<file path="src/rtl/mul_pkg.sv">
// mul_pkg: shared op/state types and op-to-signedness decode for iter_multiplier
package mul_pkg;
  typedef enum logic [1:0] {MUL, MULH, MULHSU, MULHU} mul_op_e;
  typedef enum logic [1:0] {IDLE, CALC, FIX, DONE} mul_state_e;
  // {a_signed, b_signed}
  function automatic logic [1:0] op_signed(mul_op_e op);
    return {op != MULHU, op == MUL || op == MULH};
  endfunction
endpackage

</file>
<file path="src/rtl/mul_digit_acc.sv">
// mul_digit_acc: one WIDTH x DIGIT partial product, shifted by step, added to the accumulator
module mul_digit_acc import mul_pkg::*; #(
  parameter int WIDTH = 64,
  parameter int DIGIT = 16,
  parameter int SW    = 2
) (
  input  logic [WIDTH-1:0]   a,
  input  logic [DIGIT-1:0]   digit,
  input  logic [SW-1:0]      step,
  input  logic [2*WIDTH-1:0] acc_in,
  output logic [2*WIDTH-1:0] acc_out
);
  logic [2*WIDTH-1:0] pp;
  always_comb begin
    pp = {{WIDTH{1'b0}}, a} * {{(2*WIDTH-DIGIT){1'b0}}, digit};
    acc_out = acc_in + (pp << (DIGIT * int'(step)));
  end
endmodule

</file>
<file path="src/rtl/iter_multiplier.sv">
// iter_multiplier: iterative DIGIT-bits-per-cycle multiplier for MUL/MULH/MULHSU/MULHU with tag passthrough
module iter_multiplier import mul_pkg::*; #(
  parameter int WIDTH = 64,
  parameter int DIGIT = 16,
  parameter int TAG_W = 6
) (
  input  logic             clk,
  input  logic             rst_n,
  input  logic             in_valid,
  output logic             in_ready,
  input  logic [WIDTH-1:0] in_a,
  input  logic [WIDTH-1:0] in_b,
  input  logic [1:0]       in_op,
  input  logic [TAG_W-1:0] in_tag,
  input  logic             flush,
  output logic             out_valid,
  input  logic             out_ready,
  output logic [WIDTH-1:0] out_result,
  output logic [TAG_W-1:0] out_tag
);
  localparam int STEPS = WIDTH / DIGIT;
  localparam int SW = STEPS > 1 ? $clog2(STEPS) : 1;

  mul_state_e state, next;
  mul_op_e op;
  logic [SW-1:0] cnt;
  logic [WIDTH-1:0] mag_a, mag_b;
  logic [TAG_W-1:0] tag;
  logic [2*WIDTH-1:0] acc, acc_step, acc_fix;
  logic [1:0] sgn;
  logic neg, accept, last, a_neg, b_neg;

  mul_digit_acc #(.WIDTH(WIDTH), .DIGIT(DIGIT), .SW(SW)) u_acc (
    .a(mag_a),
    .digit(mag_b[DIGIT*int'(cnt) +: DIGIT]),
    .step(cnt),
    .acc_in(acc),
    .acc_out(acc_step)
  );

  always_ff @(posedge clk or negedge rst_n)
    if (!rst_n) state <= IDLE;
    else state <= next;

  always_comb begin
    next = state;
    if (flush) next = IDLE;
    else if (accept) next = CALC;
    else if (state == CALC && last) next = FIX;
    else if (state == FIX) next = DONE;
    else if (state == DONE && out_ready) next = IDLE;
  end

  always_comb begin
    in_ready = !flush && (state == IDLE || (state == DONE && out_ready));
    out_valid = state == DONE;
    accept = in_valid && in_ready;
  end

  always_comb begin
    sgn = op_signed(mul_op_e'(in_op));
    a_neg = sgn[1] && in_a[WIDTH-1];
    b_neg = sgn[0] && in_b[WIDTH-1];
    last = cnt == SW'(STEPS - 1);
    acc_fix = neg ? -acc : acc;
  end

  // Magnitudes are taken at accept so CALC only ever multiplies unsigned values
  always_ff @(posedge clk or negedge rst_n)
    if (!rst_n) begin
      mag_a <= '0;
      mag_b <= '0;
      neg <= 1'b0;
      op <= MUL;
      tag <= '0;
      acc <= '0;
      cnt <= '0;
      out_result <= '0;
      out_tag <= '0;
    end else if (!flush) begin
      if (accept) begin
        mag_a <= a_neg ? -in_a : in_a;
        mag_b <= b_neg ? -in_b : in_b;
        neg <= a_neg ^ b_neg;
        op <= mul_op_e'(in_op);
        tag <= in_tag;
        acc <= '0;
        cnt <= '0;
      end else if (state == CALC) begin
        acc <= acc_step;
        cnt <= cnt + SW'(1);
      end else if (state == FIX) begin
        acc <= acc_fix;
        out_result <= op == MUL ? acc_fix[WIDTH-1:0] : acc_fix[2*WIDTH-1:WIDTH];
        out_tag <= tag;
      end
    end
endmodule
</file>
<file path="config.mk">
export PLATFORM = sky130hd
export DESIGN_NAME = iter_multiplier
export DESIGN_NICKNAME = d
export VERILOG_FILES = /design/src/rtl/mul_pkg.sv /design/src/rtl/mul_digit_acc.sv /design/src/rtl/iter_multiplier.sv
export SDC_FILE = /design/constraint.sdc
export NUM_CORES = 2
export LEC_CHECK = 0
export ABC_CLOCK_PERIOD_IN_PS = 13100
export BUFFER_PORTS_ARGS = -buffer_cell sky130_fd_sc_hd__buf_2
export CAP_MARGIN = 20
export CORE_ASPECT_RATIO = 0.9
export CORE_MARGIN = 2
export CORE_UTILIZATION = 30
export CTS_CLUSTER_SIZE = 10
export DETAILED_ROUTE_END_ITERATION = 12
export PLACE_DENSITY = 0.43
export SYNTH_ARGS = -nofsm -noshare
export SYNTH_HDL_FRONTEND = slang
export SYNTH_SLANG_ARGS = --single-unit
</file>
<file path="constraint.sdc">
create_clock -name clk -period 13.1 [get_ports clk]
set_input_delay 1.31 -clock clk [delete_from_list [all_inputs] [get_ports clk]]
set_output_delay 1.31 -clock clk [all_outputs]
set_load 0.1 [all_outputs]
</file>
==> results by group <==
Run status
  – Status: finished clean

Hold path
  – Worst Hold Class: flop to flop

Routing
  – DRT Pass-1 Iters: 5
  – Top Metal Used: met5
  – Met3 wire len: approximately 22000 um
  – Remaining DRCs: 0
  – Final WL: about 270000 um
  – WL met2: 117300 um
  – Antenna-violating nets left: 0
  – DR vias: approximately 56000
  – Drt first-iter violations: roughly 4600
  – Wire length on met1: between 100000 and 150000 um
  – DR WL/cell: roughly 26 um
  – Vias/cell: roughly 5.3

Logic synthesis
  – Synthesis warning total: 0
  – Sequential share of the synthesized area: 13.81%
  – Cell taking the most area after synthesis: fa_1
  – Asr flop ratio synth: 100.0%
  – Area contributors post-synth: fa_1 (28%), dfrtp_1 (14%), nand2_1 (8.2%)
  – Syn Area/Cell: around 8 um2
  – Synth Flop Type: dfrtp_1
  – Most numerous cell in the Yosys netlist: nand2_1
  – Post-synth EDFFs: 0
  – Synth cell count leaders: nand2_1 (1338), inv_1 (1012), fa_1 (867)
  – Flops & latches, synth: between 300 and 400
  – Post-Syn Area: between 60000 and 70000 um2
  – Distinct cells, synth: between 80 and 90
  – Post-Syn Nets: between 9000 and 10000
  – Post-synth top area share: 28.26%
  – Mapped Cells: between 7000 and 8000

Placement
  – Port Buffers: between 200 and 250
  – DP Area: between 60000 and 70000 um2
  – GPL Wtd Cong: approximately 0.94
  – DP Worst Slack: -224.7 ps
  – Placed wire-length estimate: roughly 210000 um

Clock tree
  – Root Buffer: clkbuf_16
  – CTS buffer count: between 40 and 50
  – Clock latency on the worst-skew pair: 690 ps
  – # hold bufs at CTS: 0
  – Maximum clock path buffer count: 3
  – CTS sink count: about 340
  – H-tree depth: 2
  – CTS tree: done
  – Worst-path clk slew: approximately 70 ps

Timing
  – Slew Limit Fails: 0
  – Max Fclk: 78.09 MHz
  – Setup Viol. Count Final: 0
  – Final worst path period need: between 10000 and 15000 ps
  – Final worst setup slack: ~290 ps
  – Final hold viol count: 0
  – Max Clock Skew: 64.70 ps
  – Worst-Margin Slew: between 1000 and 1500 ps
  – Slew headroom: between 10 and 15%
  – Fin crit share: between 90% and 100%

Floorplanning
  – Die area: approximately 210000 um2
  – Site row count: roughly 160
  – Die W: about 480 um
  – Core area: roughly 200000 um2
  – Io pins: around 210
  – Initial core utilization: 30.18%
  – Die Y: roughly 430 um

GRT
  – Initial antenna violation count: 26
  – First-pass GRT wire length: about 380000 um
  – Largest net degree at the start of global routing: about 130
  – Grt ovf: 0
  – Total global-route track usage: between 20% and 30%
  – Vias in the first global route: between 50000 and 60000

Final layout
  – FILL cells: 21840
  – Register area: about 8500 um2
  – Util after Layout: 33.28%
  – Share of layout cells above drive strength 1: 7.512%
  – Nets@finish: ~9000
  – P&R area growth vs syn: 10.28%
  – Footprint of the multi-input gates: roughly 48000 um2
  – Final instance area: roughly 68000 um2

Worst setup path
  – Crit-path most repeated cell: fa_1
  – Crit Path Category: flop to flop
  – Worst endpoint data arrival time: roughly 13000 ps
  – Critical Path Start Type: flop
  – Crit path max-delay cell type: dfrtp_4
  – Crit path max-delay family: adder cells
  – Crit path largest cell delay: about 810 ps
  – Setup crit end kind: flop
  – Largest fanout on the critical path: 28
  – WP data required: approximately 14000 ps
  – Bufs and invs on worst path: 6

Job
  – Maxcap violations: 0
==> sequential cells by signal, indices dropped and copies added (netlist names) <==
register / flops
cnt: 2
acc: 128
mag_b: 64
out_result: 64
state: 2
tag: 6
neg: 1
op: 2
out_tag: 6
mag_a: 64
==> worst paths after layout <==
kind	cells after the start	to	start	slack (ps)
worst max-delay path	38	acc[124]	cnt[1]	290
min in group asynchronous	1	out_result[40]	rst_n	650
max in group asynchronous	3	mag_a[32]	rst_n	10190
worst max register to register	38	acc[124]	cnt[1]	290
worst min register to register	2	out_tag[4]	tag[4]	460
worst min-delay path	2	out_tag[4]	tag[4]	460
==> cell families after synthesis <==
kind of cell | count (synthesis) | share of synthesized area, %
AO/OA/AOI/OAI | 1579 | 15.38
adder cells (fa/ha/maj) | 1168 | 34.39
AND/OR/NAND/NOR | 2624 | 19.50
multiplexers | 74 | 1.569
XOR/XNOR | 441 | 6.289
buffers and inverters | 1481 | 9.058
flip-flops | 339 | 13.81
==> cell usage in the layout (no fill, tap or decap), types with 18 or more instances in the layout <==
cell type  instances
nand2_1         1334
inv_1           1011
fa_1             867
o21ai_0          537
a21oi_1          480
nor2_1           405
and2_1           362
dfrtp_1          336
ha_1             300
xor2_1           220
xnor2_1          219
buf_2            211
buf_4            176
a21o_1           107
nand4_1           96
nor3_1            93
nand3_1           76
o31ai_1           69
o21bai_1          60
mux2i_1           48
or3_1             48
clkbuf_16         47
nand2b_1          39
a31oi_1           35
o221ai_1          33
nor4_1            32
o22ai_1           31
o41ai_1           26
o21a_1            25
a22oi_1           25
or4_1             24
nor2b_1           23
or2_2             22
and3_1            21
a211oi_1          18
==> area by class of cell <==
type / instances / area share, %
multi-input combinational: 5896 / 70.48
sequential: 339 / 12.54
inverter: 1012 / 5.608
tap: 2703 / 4.993
timing repair buffer: 405 / 4.027
clock buffer: 69 / 2.006
clock inverter: 13 / 0.3288
antenna: 4 / 0.01478
==> per-stage QoR <==
| step | hold WS (ps) | TNS (ps) | std cells |
|---|---|---|---|
| detailed placement | 456.6 | -452.1 | 10330 |
| global placement | 448.9 | -151.6 | 10330 |
| floorplan | 438.6 | 0 | 7706 |
| global route | 487.1 | -40.68 | 10440 |
| finish | 463.8 | 0 | 10440 |
| CTS | 459.4 | 0 | 10410 |
==> worst min-delay path: stages (launching register included) <==
cell	delay, ps
dfrtp_1	340
nand2_1	50
nand2_1	50
==> per-layer routing <==
layer,global-route usage (%),vias to the layer above
met3,3.974,305
met2,38.36,1953
met1,35.38,28530
met5,0,-
met4,6.845,10
li1,-,24960
==> repair_timing <==
action | 4_1_cts | 5_1_grt
cloned | 1 | 9
gates resized for setup | 4 | 14
setup buffers | 0 | 15
endpoints found under the setup margin | 5 | 9
Power is left out: the tool's default activity adds up to more than one toggle a clock period on the data nets, which glitch-free logic cannot reach.
